`config.mk`:
```
export PLATFORM = sky130hd
export DESIGN_NAME = reduce_tree_pipe
export DESIGN_NICKNAME = d
export VERILOG_FILES = /design/src/rtl/reduce_tree_pipe.sv
export SDC_FILE = /design/constraint.sdc
export NUM_CORES = 1
export LEC_CHECK = 0
export CORE_ASPECT_RATIO = 2
export CORE_MARGIN = 4
export CORE_UTILIZATION = 52
export DETAILED_ROUTE_END_ITERATION = 12
export GPL_ROUTABILITY_DRIVEN = 1
export PLACE_DENSITY = 0.81
export SYNTH_ARGS = -nofsm -noshare
export SYNTH_HDL_FRONTEND = slang
export SYNTH_SLANG_ARGS = --single-unit
```
`constraint.sdc`:
```
create_clock -name clk -period 2.1 [get_ports clk]
set_input_delay 0.42 -clock clk [delete_from_list [all_inputs] [get_ports clk]]
set_output_delay 0.42 -clock clk [all_outputs]
set_load 0.02 [all_outputs]
```
`src/rtl/reduce_tree_pipe.sv`:
```
`default_nettype none
// ============================================================================
// Module   : reduce_tree_pipe
// Summary  : Pipelined WIDTH-bit OR/AND/XOR/NOR reduction through a tree of
//            3-input gates, one register stage per level, valid/ready on both
//            sides. Optional macro REDUCE_STATS_EN adds a saturating hit_count.
// Revision : 1.0 - initial release
// ============================================================================
module reduce_tree_pipe #(
    parameter int WIDTH = 27
) (
    input  logic             clk,
    input  logic             rst,
    input  logic             in_valid,
    output logic             in_ready,
    input  logic [1:0]       in_mode,
    input  logic [WIDTH-1:0] in_data,
    output logic             out_valid,
    input  logic             out_ready,
    output logic             out_y,
    output logic [1:0]       out_mode
`ifdef REDUCE_STATS_EN
    ,
    output logic [15:0]      hit_count
`endif
);

    function automatic int calc_levels(input int n);
        int l;
        int p;
        l = 0;
        p = 1;
        for (int i = 0; i < 8; i++) begin
            if (p < n) begin
                p = p * 3;
                l = l + 1;
            end
        end
        return l;
    endfunction

    // Width of the vector produced by level k.
    function automatic int lvl_w(input int k);
        int w;
        w = WIDTH;
        for (int i = 0; i <= k; i++) begin
            w = (w + 2) / 3;
        end
        return w;
    endfunction

    // Every level's registered vector lives in one flat bus at this offset.
    function automatic int lvl_off(input int k);
        int s;
        s = 0;
        for (int i = 0; i < k; i++) begin
            s = s + lvl_w(i);
        end
        return s;
    endfunction

    localparam int LEVELS = calc_levels(WIDTH);
    localparam int TOT    = lvl_off(LEVELS);

    localparam logic [1:0] C_MODE_AND = 2'b01;
    localparam logic [1:0] C_MODE_XOR = 2'b10;
    localparam logic [1:0] C_MODE_NOR = 2'b11;

    logic [LEVELS-1:0] r_valid;
    logic [1:0]        r_mode [LEVELS];
    logic [TOT-1:0]    r_flat;

    logic [LEVELS-1:0] w_load;
    logic [LEVELS-1:0] w_pv;
    logic [1:0]        w_pm [LEVELS];
    logic [TOT-1:0]    w_nxt;
    logic [TOT-1:0]    w_en;

    always_comb begin
        w_pv[0] = in_valid;
        w_pm[0] = in_mode;
        for (int k = 1; k < LEVELS; k++) begin
            w_pv[k] = r_valid[k-1];
            w_pm[k] = r_mode[k-1];
        end
    end

    // A stage loads if it or any stage downstream of it has room this cycle.
    always_comb begin : p_ready
        logic v_acc;
        v_acc  = out_ready;
        w_load = '0;
        for (int k = LEVELS - 1; k >= 0; k--) begin
            v_acc     = v_acc | ~r_valid[k];
            w_load[k] = v_acc;
        end
    end

    assign in_ready = w_load[0] & ~rst;

    for (genvar k = 0; k < LEVELS; k++) begin : g_level
        localparam int IN_W  = (k == 0) ? WIDTH : lvl_w(k - 1);
        localparam int OUT_W = lvl_w(k);
        localparam int OFF   = lvl_off(k);

        logic [IN_W-1:0] w_in;

        if (k == 0) begin : g_src_in
            assign w_in = in_data;
        end else begin : g_src_reg
            assign w_in = r_flat[lvl_off(k - 1) +: IN_W];
        end

        assign w_en[OFF +: OUT_W] = {OUT_W{w_load[k] & w_pv[k]}};

        for (genvar g = 0; g < OUT_W; g++) begin : g_grp
            logic [2:0] w_trip;
            logic       w_gate;

            for (genvar j = 0; j < 3; j++) begin : g_tap
                if (3 * g + j < IN_W) begin : g_bit
                    assign w_trip[j] = w_in[3*g+j];
                end else begin : g_pad
                    assign w_trip[j] = (w_pm[k] == C_MODE_AND);
                end
            end

            // NOR travels through the tree as OR.
            always_comb begin
                case (w_pm[k])
                    C_MODE_AND: w_gate = &w_trip;
                    C_MODE_XOR: w_gate = ^w_trip;
                    default:    w_gate = |w_trip;
                endcase
            end

            if (k == LEVELS - 1) begin : g_inv
                assign w_nxt[OFF+g] = w_gate ^ (w_pm[k] == C_MODE_NOR);
            end else begin : g_pass
                assign w_nxt[OFF+g] = w_gate;
            end
        end
    end

    always_ff @(posedge clk) begin
        if (rst) begin
            r_valid <= '0;
            r_flat  <= '0;
            for (int k = 0; k < LEVELS; k++) begin
                r_mode[k] <= 2'b00;
            end
        end else begin
            r_flat <= (r_flat & ~w_en) | (w_nxt & w_en);
            for (int k = 0; k < LEVELS; k++) begin
                if (w_load[k]) begin
                    r_valid[k] <= w_pv[k];
                    if (w_pv[k]) begin
                        r_mode[k] <= w_pm[k];
                    end
                end
            end
        end
    end

    assign out_valid = r_valid[LEVELS-1];
    assign out_y     = r_flat[TOT-1];
    assign out_mode  = r_mode[LEVELS-1];

`ifdef REDUCE_STATS_EN
    logic [15:0] r_hit;

    always_ff @(posedge clk) begin
        if (rst) begin
            r_hit <= 16'h0000;
        end else if (out_valid && out_ready && out_y && (r_hit != 16'hFFFF)) begin
            r_hit <= r_hit + 16'h0001;
        end
    end

    assign hit_count = r_hit;
`endif

endmodule
`default_nettype wire

```
======== Word-level counts from Yosys, hierarchy flattened ========
Memories as Yosys holds them, arrays and structs flattened.
Cells that the tools add are included.
storage, ports and cells
  bits in registers ....................... 16
  bits in writable memories ............... 6
  output and inout bits ................... 5
  word-level logic and storage cells ...... 100
  memories kept ........................... 1
cells by class
  equality and inequality tests ........... 7
  mux-type cells .......................... 30
  bitwise operators ....................... 19
  reduce and logical (&&, ||, !) cells .... 39
memory list
  name    words  bits a word  rd ports  clocked after memory_dff  wr ports  line  source
  r_mode  3      2            3         0                         3         70    logic [1:0] r_mode [LEVELS];
operators by type and width
  kind                                                                   number
  3-bit AND reduction                                                    13
  3-bit OR reduction                                                     13
  3-bit XOR reduction                                                    13
  13-bit bitwise AND                                                     2
  1-bit case mux with 2 select lines                                     13
  1-bit two-way mux                                                      14
  13-bit NOT                                                             1
  13-bit bitwise OR                                                      1
  2-bit equality test, second input constant                             4
  2-bit by 1-bit equality test with 1-bit output, second input constant  3
  2-bit two-way mux                                                      3
  1-bit bitwise OR                                                       6
  1-bit bitwise AND                                                      4
  1-bit NOT                                                              4
  1-bit XOR                                                              1

======== Logic depth before layout (Yosys ltp) ========
Gate-level depths: netlist (run 1).
  word-level depth ........................ 8
  depth in mapped cells ................... 7
  gate-level depth less buffers ........... 6

======== Worst setup path before layout (run 1) ========
OpenSTA, ideal clock, no wires.
  kind .................................... flip-flop to flip-flop
  start point ............................. mem r_mode[1][0] (netlist: r_mode[0][2])
  end point ............................... reg with a tool-made name
  arrival ................................. 1463 ps
  required time ........................... 1984 ps
  path slack .............................. 521 ps
  stages on the path, launching flop included .. 6
  path buffers ............................ 0
  period minus slack after synthesis ...... 1579 ps
  path through ............................ edfxtp_1 -> inv_1 -> ha_1 -> a2111o_1 -> a211oi_2 -> and3b_1
RTL lines
  what             line
  start, declared  70

======== Worst setup path in the final report (run 1) ========
  start point ............................. in out_ready
  end point ............................... out in_ready
between the ends
  word-level cells in the longest chain between the ends .. 4
RTL lines
  what                            line  source
  start, declared                 19    input logic out_ready,
  1-bit bitwise OR (3 in series)  94    v_acc = v_acc | ~r_valid[k];
  1-bit bitwise AND               99    assign in_ready = w_load[0] & ~rst;
  end, declared                   15    output logic in_ready,
No other way between the ends.

==> results of run 1 <==
[critical path: cells and delay by family]
family	cells	cell delay, ns
AND/OR/NAND/NOR	3	0.36
buffers and inverters	2	0.72
[area by class of cell]
class / count / area [um2] / area share [%]
well taps: 48 / 60.1 / 2.56
clock buffers: 4 / 45.0 / 1.92
repair buffers: 43 / 427 / 18.2
flip-flops and latches: 22 / 500 / 21.3
inverters: 40 / 150 / 6.40
multi-input cells: 154 / 1160 / 49.6
[cell usage after synthesis, types with 2 or more instances]
master     n
a32oi_1    2
a22o_1     8
inv_1     38
xor2_1     8
dfxtp_1   16
nand2b_1   4
nand2_1   25
ha_1      33
o21ai_0    3
and2_1     8
nor2b_1    4
buf_2      4
nor2_1    14
buf_4      2
a31oi_1   11
o221ai_1   2
a21o_1     3
inv_2      2
a21oi_1   13
edfxtp_1   6
[cell families after synthesis]
kind of cell,Yosys count,share of synthesized area (%)
fa+ha+maj,33,22.3
buf+inv,47,10.2
compound gates,51,19.9
flops,22,27.0
xor+xnor,8,3.78
simple gates,61,16.1
mux,1,0.608
[metal layers]
layer / part of all wire (%) / vias up / global-route usage [%]
li1: - / 825 / -
met1: 34 / 748 / 12.7
met2: 60 / 38 / 34.2
met3: 2.9 / 9 / 1.45
met4: 3.4 / 0 / 10.4
met5: 0 / - / 0
[power by group]
part | internal [mW] | switching [mW] | leakage, nW
Clock | 0.135 | 0.133 | 0.0228
Combinational | 0.181 | 0.162 | 0.874
Sequential | 0.469 | 0.0271 | 0.196
[worst max path at each step]
stage,cells past startpoint,end
3_5_place_dp,5,in_ready
4_1_cts,5,in_ready
6_report,5,in_ready
3_3_place_gp,5,in_ready
2_1_floorplan,5,flip-flop
5_1_grt,5,in_ready
[per-stage QoR]
step | worst slack (ns) | area (um2)
after global routing | 0.0904 | 2340
after floorplan | 0.521 | 1850
final | 0.168 | 2340
after global placement | -0.0582 | 2300
after detailed placement | -0.0803 | 2300
after CTS | 0.154 | 2340
==> impl_metrics.tcl, run 1 <==
set metrics [dict create \
    cp_max_fo 2 \
    core_area_um2 3420 \
    hold_viol 0 \
    dieWidth_um 50.2 \
    placed_cells 307 \
    grt.total_usage_pct 16.2 \
    netlist_area_um2 1850 \
    grt_max_degree 19 \
    slowest_stage "clkdlybuf4s50_1" \
    first_pass_iters 4 \
    drt_wl_total_um 3480 \
    end_kind "output port" \
    cap_violations 0 \
    fin_worst_skew_ns 0.00200 \
    clock_latency_ns 0.26 \
    synth_ff_type "dfxtp_1" \
    cts_buffer_depth 2 \
    regToRegStartpoint "r_mode[0][2]" \
    critPathKind "primary input to output port" \
    status "complete, no violations" \
    min_path_cells 2 \
    power.density_nw_per_um2 472 \
    initial_core_util_pct 54.2 \
    drc 0 \
    p_leak_nw 1.09 \
    cts.reportedPaths.clkPinSlew_ns 0.07 \
    finalSetupViolCount 0 \
    cp_common_cell "nor2_1" \
    rrSetupSlack_ns 0.42 \
    postCtsResizedCells 1 \
    grt_pass1_wl_um 5970 \
    dp_hpwl_um 3030 \
    total_power_mw 1.11 \
    dieArea_um2 4640 \
    antenna_found_initial 0 \
    yosysWarnings 0 \
    grt_pass1_vias 1586 \
    cp.arrival_ns 1.51 \
    setup_tns_ns 0 \
    drt_iter0_drc 23 \
    synth_cells 223 \
    startpoint "out_ready" \
    final_common_cell "inv_1" \
    fin_nets 330 \
    start_kind "primary input" \
    cp_slowest_stage_delay_ns 0.41 \
    die_h_um 92.4 \
    vias_per_cell 5.21 \
    htreeDepth 1 \
    synth_top_cell_by_area "ha_1" \
    gr-total-overflow 0 \
    whs_ns 0.478 \
    ys_seq_elements 22 \
    max_freq_ghz 0.518 \
    drive_above_1_share_pct 7.22 \
    most-common-layout-cells "inv_1, clkdlybuf4s50_1, ha_1" \
    ys_top_cells_by_area "ha_1, dfxtp_1, edfxtp_1" \
    syn_to_final_growth_pct 26.6 \
    final_cells 311 \
    worst_pin_slew_ns 0.344 \
    io_buffer_count 37 \
    period_share_pct 92.0 \
    rows 30 \
    cts_inserted_buffers 3 \
    syn-num-nets 289 \
    rsz0062_at_grt "no" \
    ys_types 37 \
    hp-class "flip-flop to flip-flop" \
    synth_edf_count 6 \
    diodes 0 \
    path_cells "clkdlybuf4s50_1 > nand2b_2 > nor2_1 > nor2_1 > dlygate4sd2_1" \
    rr_worst_depth 5 \
    cts_tree "done" \
    ys_async_sr_fraction_pct 0 \
    fillers 289 \
    yosysTopAreaCellShare_pct 22.3 \
    clk_root_buffer_cell "clkbuf_8" \
    place.gp.congestion 0.831 \
    ys_seq_area_share_pct 27.0 \
    ant_nets 0 \
    cts_setup_buffers 0 \
    relSlewSlack_pct 77.1 \
    period_minus_slack_ns 1.93 \
    wire_per_inst_um 11.2 \
    fin_util_pct 68.6 \
    drv_slew 0 \
    hold_buffers 0 \
    vias 1620 \
    io_pins 38 \
    cts_num_sinks 22 \
    syn_avg_cell_area_um2 8.30 \
    cp.required_ns 1.68 \
    peakVddDrop_mv 0.316 \
]
(Power assumes the default switching activity.)
==> inputs of run 2 (changes only) <==
ABC_AREA = 1   (was unset)
CORE_UTILIZATION = 64   (was 52)
DONT_BUFFER_PORTS = 1   (was unset)
PLACE_DENSITY = 0.8   (was 0.81)
==> run 2 against run 1 <==
Combinational power decreased by 28%; critical path type is now flip-flop to output port; sequential share of layout area increased by 4.6 points; die area is 15% lower; global-route usage increased by 2.2 points; critical endpoint unchanged; synthesized area is 2.8% higher; clock skew is 0.0053 ns higher.
==> impl_metrics.tcl, run 2 <==
set metrics [dict create \
    status "complete, no violations" \
    ys_types 22 \
    hp-class "primary input to flip-flop" \
    slowest_stage "dfxtp_1" \
    synth.most_common_cell "nand2_1" \
    worst_pin_slew_ns 0.357 \
    fillers 249 \
    rows 27 \
    grt.total_usage_pct 18.4 \
    grt_use_met1_pct 16.3 \
    hold_end "r_valid[0]" \
    path_cells "nand4_4 > nand2_1 > inv_1" \
    hold_start "rst" \
    p_leak_nw 1.02 \
    io_pins 38 \
    grt.met2_usage_pct 35.6 \
    grt_util_met3_pct 3.18 \
    min_path_cells 1 \
    fin_worst_skew_ns 0.00727 \
    syn_to_final_growth_pct 1.45 \
    cp.arrival_ns 1.12 \
    gr-total-overflow 0 \
    syn-num-nets 335 \
    yosysWarnings 0 \
    die_h_um 85.1 \
    wire_per_inst_um 10.8 \
    postCtsResizedCells 0 \
    period_minus_slack_ns 1.54 \
    period_share_pct 73.4 \
    netlist_area_um2 1900 \
    cts_setup_buffers 0 \
    critPathKind "flip-flop to output port" \
    setup_ws_ns 0.558 \
    drive_above_1_share_pct 3.38 \
    cp_max_fo 4 \
    drv_slew 0 \
    rr_worst_depth 5 \
    ant_nets 0 \
    grt_pass1_wl_um 5670 \
    dieArea_um2 3960 \
    diodes 0 \
    ys_seq_area_share_pct 26.3 \
    clk_root_buffer_cell "clkbuf_8" \
    relSlewSlack_pct 76.2 \
    io_buffer_count 0 \
    clock_latency_ns 0.26 \
    yosysTopAreaCellShare_pct 21.7 \
    dieWidth_um 46.6 \
    synth_cells 269 \
    cts_num_sinks 22 \
    drt_iter0_drc 19 \
    drt_wl_total_um 3180 \
    ys_async_sr_fraction_pct 0 \
    vias 1544 \
    hold_buffers 0 \
    rrSetupSlack_ns 0.70 \
    synth_ff_type "dfxtp_1" \
    htreeDepth 1 \
    end_kind "output port" \
    place.gp.congestion 0.794 \
    regToRegStartpoint "r_valid[2]" \
    first_pass_iters 4 \
    final_cells 295 \
    most-common-layout-cells "nand2_1, inv_1, ha_1" \
    ys_seq_elements 22 \
    hold_viol 0 \
    peakVddDrop_mv 0.395 \
    ys_top_cells_by_area "ha_1, dfxtp_1, nand2_1" \
    max_freq_ghz 0.648 \
    synth_edf_count 6 \
    cts_inserted_buffers 3 \
    cts.reportedPaths.clkPinSlew_ns 0.07 \
    power.density_nw_per_um2 523 \
    rsz0062_at_grt "no" \
    core_area_um2 2800 \
    cap_violations 0 \
    grt_max_degree 13 \
    final_common_cell "nand2_1" \
    setup_tns_ns 0 \
    dp_hpwl_um 2750 \
    cp.required_ns 1.68 \
    yosys-top-cells-count "nand2_1, inv_1, ha_1" \
    cts_buffer_depth 2 \
    top_usage_layer "met2" \
    grt_pass1_vias 1546 \
    vias_per_cell 5.23 \
    place_ws_ns 0.598 \
    finalSetupViolCount 0 \
    reg2reg_to "r_mode[0][5]" \
    fin_nets 333 \
    drc 0 \
    initial_core_util_pct 67.9 \
    placed_cells 291 \
    antenna_found_initial 0 \
    cts_tree "done" \
    start_kind "flip-flop" \
    syn_avg_cell_area_um2 7.07 \
    synth_top_cell_by_area "ha_1" \
    cp_slowest_stage_delay_ns 0.52 \
]
-- run 2: final cells by class --
cell class | instances | area, um2 | share of cell area, %
clock buffer | 4 | 45.0 | 2.33
inverter | 52 | 195 | 10.1
tap | 29 | 36.3 | 1.88
sequential | 22 | 500 | 25.9
multi-input combinational | 188 | 1150 | 59.8
-- run 2: worst max path at each step --
stage                from   endpoint  slack [ns]  cells after the start
2_1_floorplan  in_mode[0]  flip-flop        0.70                      8
3_3_place_gp   in_mode[0]  flip-flop        0.64                      6
5_1_grt        r_valid[2]   in_ready        0.45                      3
4_1_cts        r_valid[2]   in_ready        0.54                      3
3_5_place_dp   in_mode[0]  flip-flop        0.60                      6
6_report       r_valid[2]   in_ready        0.56                      3
-- run 2: power breakdown --
part | switching (mW) | internal (mW) | leakage (nW)
combinational | 0.144 | 0.102 | 0.803
clock | 0.125 | 0.135 | 0.0228
sequential | 0.0318 | 0.473 | 0.195
total | 0.301 | 0.709 | 1.02
-- run 2: kinds of logic after synthesis --
group | Yosys count | share of synthesized area, %
adders and majority gates | 33 | 21.7
DFF | 22 | 26.3
buffers and inverters | 59 | 13.1
AOI/OAI and AO/OA | 16 | 5.39
and+or+nand+nor | 139 | 33.5
-- run 2: stage by stage --
stage / total power [mW] / instance area (um2) / hold slack [ns] / util, %
6_report: 1.01 / 1930 / 0.225 / 68.9
5_1_grt: 1.09 / 1930 / 0.221 / 68.9
4_1_cts: 1.02 / 1930 / 0.222 / 68.9
3_5_place_dp: 0.761 / 1890 / 0.462 / 67.2
3_3_place_gp: 0.751 / 1890 / 0.455 / 67.2
2_1_floorplan: 0.726 / 1900 / 0.442 / -
-- run 2: layer usage --
layer / up-vias / share of wire, % / wire length [um]
met5: - / 0 / 0
met4: 0 / 3.6 / 116
met3: 11 / 4.6 / 146
met2: 38 / 57 / 1830
met1: 665 / 34 / 1090
li1: 830 / - / -
-- run 2: worst max-delay path: cells and delay by family (launching register included) --
family,cells,cell delay (ns)
flops,1,0.52
buf+inv,1,0.10
simple gates,2,0.25
